**src/rtl/adc_sample_ctrl.sv**
```systemverilog
// Conversion sequencer for the 12-bit serial ADC: builds sclk/cs_n, schedules
// frames from start pulses or a periodic timer, and deserialises each 16-bit frame.
module adc_sample_ctrl #(
   parameter int CLK_DIV       = 8,
   parameter int SAMPLE_PERIOD = 5000,
   parameter int QUIET_HALVES  = 2
) (
   input  logic        clk,
   input  logic        rst,
   input  logic        en,
   input  logic        cont,
   input  logic        start,
   input  logic        ovr_clr,
   input  logic        sdata,
   output logic        sclk_out,
   output logic        cs_n,
   output logic [11:0] data,
   output logic        data_valid,
   output logic        busy,
   output logic        overrun,
   output logic        frame_err
);

   localparam int DIV_W = $clog2(CLK_DIV);
   localparam int TMR_W = $clog2(SAMPLE_PERIOD);
   localparam int QCT_W = $clog2(QUIET_HALVES + 1);
   localparam logic [DIV_W-1:0] DIV_MAX = DIV_W'(CLK_DIV - 1);
   localparam logic [TMR_W-1:0] TMR_MAX = TMR_W'(SAMPLE_PERIOD - 1);
   localparam logic [QCT_W-1:0] QCT_MAX = QCT_W'(QUIET_HALVES - 1);

   typedef enum logic [2:0] {IDLE, SETUP, SHIFT, FINISH, QUIET} state_t;

   state_t             state;
   logic [DIV_W-1:0]   div_cnt;
   logic [TMR_W-1:0]   timer;
   logic [4:0]         bit_cnt;
   logic [QCT_W-1:0]   q_cnt;
   logic [15:0]        shift_reg;
   logic               sd_p0, sd_p1;
   logic               tick, timer_wrap, trig;

   assign tick       = (state != IDLE) && (div_cnt == DIV_MAX);
   assign timer_wrap = cont && en && (timer == TMR_MAX);
   assign trig       = en && (cont ? timer_wrap : start);

   // Stage p0/p1: two-flop synchroniser for the asynchronous ADC data line
   always_ff @(posedge clk) begin
      sd_p0 <= sdata;
      sd_p1 <= sd_p0;
   end

   always_ff @(posedge clk) begin
      if (state == SHIFT && tick && sclk_out)
         shift_reg <= {shift_reg[14:0], sd_p1};
   end

   always_ff @(posedge clk or negedge rst) begin
      if (!rst) begin
         div_cnt <= '0;
         timer   <= '0;
         overrun <= 1'b0;
      end else begin
         if (state == IDLE || div_cnt == DIV_MAX)
            div_cnt <= '0;
         else
            div_cnt <= div_cnt + 1'b1;

         if (!cont || !en || timer == TMR_MAX)
            timer <= '0;
         else
            timer <= timer + 1'b1;

         // A fresh overrun outranks a simultaneous clear
         if (trig && busy)
            overrun <= 1'b1;
         else if (ovr_clr)
            overrun <= 1'b0;
      end
   end

   always_ff @(posedge clk or negedge rst) begin
      if (!rst) begin
         state      <= IDLE;
         cs_n       <= 1'b1;
         sclk_out   <= 1'b1;
         data       <= '0;
         data_valid <= 1'b0;
         busy       <= 1'b0;
         frame_err  <= 1'b0;
         bit_cnt    <= '0;
         q_cnt      <= '0;
      end else begin
         data_valid <= 1'b0;
         frame_err  <= 1'b0;
         case (state)
            IDLE: begin
               if (trig) begin
                  state   <= SETUP;
                  cs_n    <= 1'b0;
                  busy    <= 1'b1;
                  bit_cnt <= '0;
               end
            end
            SETUP: begin
               if (tick)
                  state <= SHIFT;
            end
            SHIFT: begin
               if (tick) begin
                  sclk_out <= ~sclk_out;
                  if (sclk_out) begin
                     bit_cnt <= bit_cnt + 1'b1;
                  end else if (bit_cnt == 5'd16) begin
                     // Closing rising edge: the full frame is already in shift_reg
                     state      <= FINISH;
                     cs_n       <= 1'b1;
                     data       <= shift_reg[11:0];
                     data_valid <= 1'b1;
                     frame_err  <= |shift_reg[15:12];
                  end
               end
            end
            FINISH: begin
               state <= QUIET;
               q_cnt <= '0;
            end
            QUIET: begin
               if (tick) begin
                  if (q_cnt == QCT_MAX) begin
                     state <= IDLE;
                     busy  <= 1'b0;
                  end else begin
                     q_cnt <= q_cnt + 1'b1;
                  end
               end
            end
            default: state <= IDLE;
         endcase
      end
   end

endmodule

```
**config.mk**
```make
export PLATFORM = sky130hd
export DESIGN_NAME = adc_sample_ctrl
export DESIGN_NICKNAME = d
export VERILOG_FILES = /design/src/rtl/adc_sample_ctrl.sv
export SDC_FILE = /design/constraint.sdc
export NUM_CORES = 1
export LEC_CHECK = 0
export ABC_AREA = 1
export ABC_CLOCK_PERIOD_IN_PS = 2200
export CAP_MARGIN = 20
export CORE_ASPECT_RATIO = 1.75
export CORE_UTILIZATION = 51
export DETAILED_ROUTE_END_ITERATION = 10
export PLACE_DENSITY = 0.75
export SLEW_MARGIN = 20
export SYNTH_ARGS = -nofsm -noshare
export SYNTH_HDL_FRONTEND = slang
export SYNTH_SLANG_ARGS = --single-unit
```
**constraint.sdc**
```tcl
create_clock -name clk -period 2.2 [get_ports clk]
set_clock_uncertainty 0.2 [all_clocks]
set_input_delay 0.44 -clock clk [delete_from_list [all_inputs] [get_ports clk]]
set_output_delay 0.44 -clock clk [all_outputs]
set_load 0.01 [all_outputs]
```
======== Word-level counts from Yosys, hierarchy flattened ========
Index checks and enable logic that the tools add are counted.
storage, ports and cells
  bits in registers ....................... 62
  input port bits ......................... 7
  word-level logic and storage cells ...... 100
cells by class
  add/subtract/negate cells ............... 4
  equality and inequality tests ........... 17
  muxes and demuxes ....................... 37
  bitwise logic cells ..................... 1
  reduce and logical (&&, ||, !) cells .... 26
operators by type and width
  operator               count
  $mux 3                 8
  $mux 1                 18
  $ne 2x2->1 const B     8
  $mux 5                 3
  $pmux 3 s5             1
  $add 13x1->13 const B  1
  $eq 13x13->1 const B   1
  $mux 13                1
  $reduce_and 4->1       3
  $pmux 5 s2             1
  $reduce_bool 2->1      4
  $logic_and 1x1->1      7
  $reduce_and 7->1       1
  $eq 3x2->1 const B     2
  $eq 3x3->1 const B     2
  $add 5x1->5 const B    1
  $eq 5x5->1 const B     1
  $reduce_and 5->1       1
  $mux 2                 2
  $pmux 1 s2             2
  $pmux 2 s2             1
  $reduce_or 4->1        1
  $add 3x1->3 const B    1
  $eq 3x1->1 const B     1
  other kinds (10)       13

======== Longest topological paths before layout ========
Gate-level depths: netlist of run 1.
  word-level depth ........................ 6
  gate-level depth with buffers ........... 10

======== Worst setup path after synthesis of run 1 ========
Ideal clock, no wire load.
  path kind ............................... reg-to-reg
  start ................................... reg state[0]
  end ..................................... reg shift_reg[0], enable pin
  arrival time ............................ 1.655 ns
  setup slack ............................. -0.045 ns
  cell stages (with the launch flop) ...... 6
  path buffers ............................ 0
  cells stage by stage .................... dfrtp_1 -> nor2_4 -> nand2_4 -> nor2_1 -> inv_1 -> nor2_1
between the ends
  cells in the longest elaborated chain, start to end .. 4
ends and longest elaborated chain
  item                              RTL line  source
  start, declared                   33        state_t state;
  start signal, assigned            83        state <= IDLE;
  start signal, assigned            98        state <= SETUP;
  start signal, assigned            106       state <= SHIFT;
  $reduce_bool 3->1                 42        assign tick = (state != IDLE) && (div_cnt == DIV_MAX);
  $logic_and 1x1->1                 42
  $logic_and 1x1->1 * (2 in a row)  53        if (state == SHIFT && tick && sclk_out)
  end signal, assigned              54        shift_reg <= {shift_reg[14:0], sd_p1};
  end, declared                     38        logic [15:0] shift_reg;
Mark *: on every way between the ends. The rest lies on a longest branch, timed or not.
A chain may end at the register's enable or synchronous reset.

======== Worst setup path in the final report of run 1 ========
  start ................................... reg sclk_out
  end ..................................... out sclk_out
RTL lines
  item                    RTL line  source
  start, declared         15        output logic sclk_out,
  start signal, assigned  110       sclk_out <= ~sclk_out;
No word-level cell between the ends.

==> run metrics, run 1 <==
failing checks DRC; r2r worst-path depth 8; kind of end point of the critical path output pin; #FFs+latches synth 62; Tot GR Track Use 0.203; largest net degree at the start of global routing 22; DRC Markers 2; final worst slack 0.125 ns; ANT cells 0; # rows 34; Clock Path Buffers 2; Final HPWL DP 3.51 mm; Final period util 0.943; total gr overflow 0; CP Class reg2out; type of origin of the critical path flip-flop; core area 5020 um2; CTS tree done; # setup viols final 0; Detailed Route WL 5.03 mm; minimum clock period around 2.1 ns; Synth-to-Final Area Change 19.1%; die height 98.5 um; max reg flops 16; initial antenna violation count 0; unrepaired setup endpoints after global routing no; worst-skew pair later-pin latency 0.34 ns; met3 usage 0.0354; Mean Syn Cell Area 9.93 um2; PortBufs 24; delay-heaviest family, CP flip-flops; via count 1928; WL/cell 13.6 um; worst-path maximum fanout 3; Critical Path RT 1.56 ns; DRT antenna net count 0; Final nets ~320; Max Fclk 482 MHz; Max VDD drop roughly 0.43 mV; Mapped Area 2710 um2; post-synth top area share 0.388; DP Worst Slack 0.192 ns; Post-synth EDFFs 16; cts bufs inserted 9; Total Power 2.21 mW; Die ar. between 5000 and 6000 um2; Leak 1.55 nW; clock sink total between 60 and 70; htree depth 3; yosys warns 0; DR vias/cell 5.22; Crit. path cell count 1; routability cong. 0.859; layout cell share with drive strength beyond 1 0.159; power per cell area 685 nW/um2; MaxCap Viol Count 0; fill count 432; WP buf/inv 1; Syn Nets around 290; status finished, violations left; vias in the first global route about 1.9k; Initial DRC Count slightly below 70; most common cell after layout, fill and taps aside nand2_1; Setup TNS 0 ns; first-pass GRT wire length about 8.5 mm; met2 usage 0.352; HP Class reg2reg; CTS-repair resized insts 0; ys flop type dfrtp_1; Slowest-stage cell, CP dfstp_2; sequential area share after synthesis 0.599; GR Util met1 0.227; largest cells by area after synthesis dfrtp_1 39%, edfxtp_1 18%, nand2_1 9.0%, nor2_1 4.0%, inv_1 3.9%; Layout Cells excl Fill 369; DIE WIDTH 57.1 um; CP max stage delay 0.56 ns; Pins Over Slew Limit 0; DP Cell Count 352; Least-Margin Pin Slew 0.486 ns; crit path cell chain clkdlybuf4s50_1; grt peak-use layer met2; CP Data Arrival Time 1.43 ns; Yosys cell types 33; root buf cell clkbuf_8; hold path cells 0; area leader, netlist dfrtp_1; Starting Density 0.540; final-report hold violation count 0; CTS clk-pin slew, worst paths 0.07 ns; DRT Pass-1 Iters 7; Mapped Cells around 270; Hold WS roughly 0.13 ns; I/O Pins 25; Async SR Flop Fraction 0.710; Max-slew headroom 0.676; most frequent cells in the layout 65 x nand2_1, 42 x dfrtp_1, 28 x inv_1, 28 x nor2_1, 23 x clkdlybuf4s50_1
kinds of logic after synthesis:
kind of cell	count (synthesis)	share of synthesized area
flip-flops	62	0.599
AO/OA/AOI/OAI	16	0.0346
adder cells (fa/ha/maj)	6	0.0277
buffers and inverters	35	0.0540
AND/OR/NAND/NOR	147	0.262
XOR/XNOR	7	0.0226
Yosys cell counts (all sizes together) (2+ instances only):
library cell,count
ha,6
buf,3
xor2,7
nand3,15
nand4,4
nor2,33
o21a,2
nor3,6
o21ai,6
dfxtp,2
a21oi,6
dfrtp,42
dfstp,2
nand2,79
nand3b,4
edfxtp,16
inv,31
nor3b,4
power breakdown:
part	total [mW]	internal [mW]	switching, mW
combinational	0.0422	0.0162	0.0259
clock	0.987	0.526	0.461
sequential	1.18	1.18	0.00217
total	2.21	1.72	0.489
path summary, 6_finish.rpt:
path,slack [ns],startpoint,endpoint
setup / recovery,0.13,sclk_out,sclk_out
hold / removal,0.13,sd_p0,sd_p1
setup reg to reg,0.25,div_cnt[0],data[0]
hold reg to reg,0.13,sd_p0,sd_p1
max in group asynchronous,0.77,rst,sclk_out
min in group asynchronous,0.39,rst,state[0]
timing repair:
action,in CTS,in global routing
setup buffers,0,0
hold endpoints to repair,18,0
hold buffers,1,0
area by class of cell:
cell class	count	area, um2	area share
Sequential cell	62	1620	0.503
Clock inverter	7	73.8	0.0229
Multi-Input combinational cell	176	943	0.292
Clock buffer	9	124	0.0384
Timing Repair Buffer	29	275	0.0852
Tap cell	54	67.6	0.0209
Inverter	32	121	0.0376
metrics by stage:
stage / instance area [um2] / util
after floorplan: 2710 / -
after CTS: 3230 / 0.643
final: 3230 / 0.643
after global routing: 3230 / 0.643
after detailed placement: 3020 / 0.602
after global placement: 3020 / 0.602
routing by layer:
metal	wire length, um	share of wire	up-vias
met5	0	0	-
met4	91	0.018	0
met3	155	0.031	10
met2	2700	0.54	42
met1	2080	0.41	927
li1	-	-	949
(Power assumes the default switching activity.)
==> run 2, diff against run 1 <==
HOLD_SLACK_MARGIN = 0.12   (was not set)
==> results of run 2 <==
No change in the layout: final DEF, timing and power equal those of run 1.
==> run 3, diff against run 2 <==
TNS_END_PERCENT = 100   (was not set)
==> results of run 3 <==
No change in the layout: final DEF, timing and power equal those of run 1.
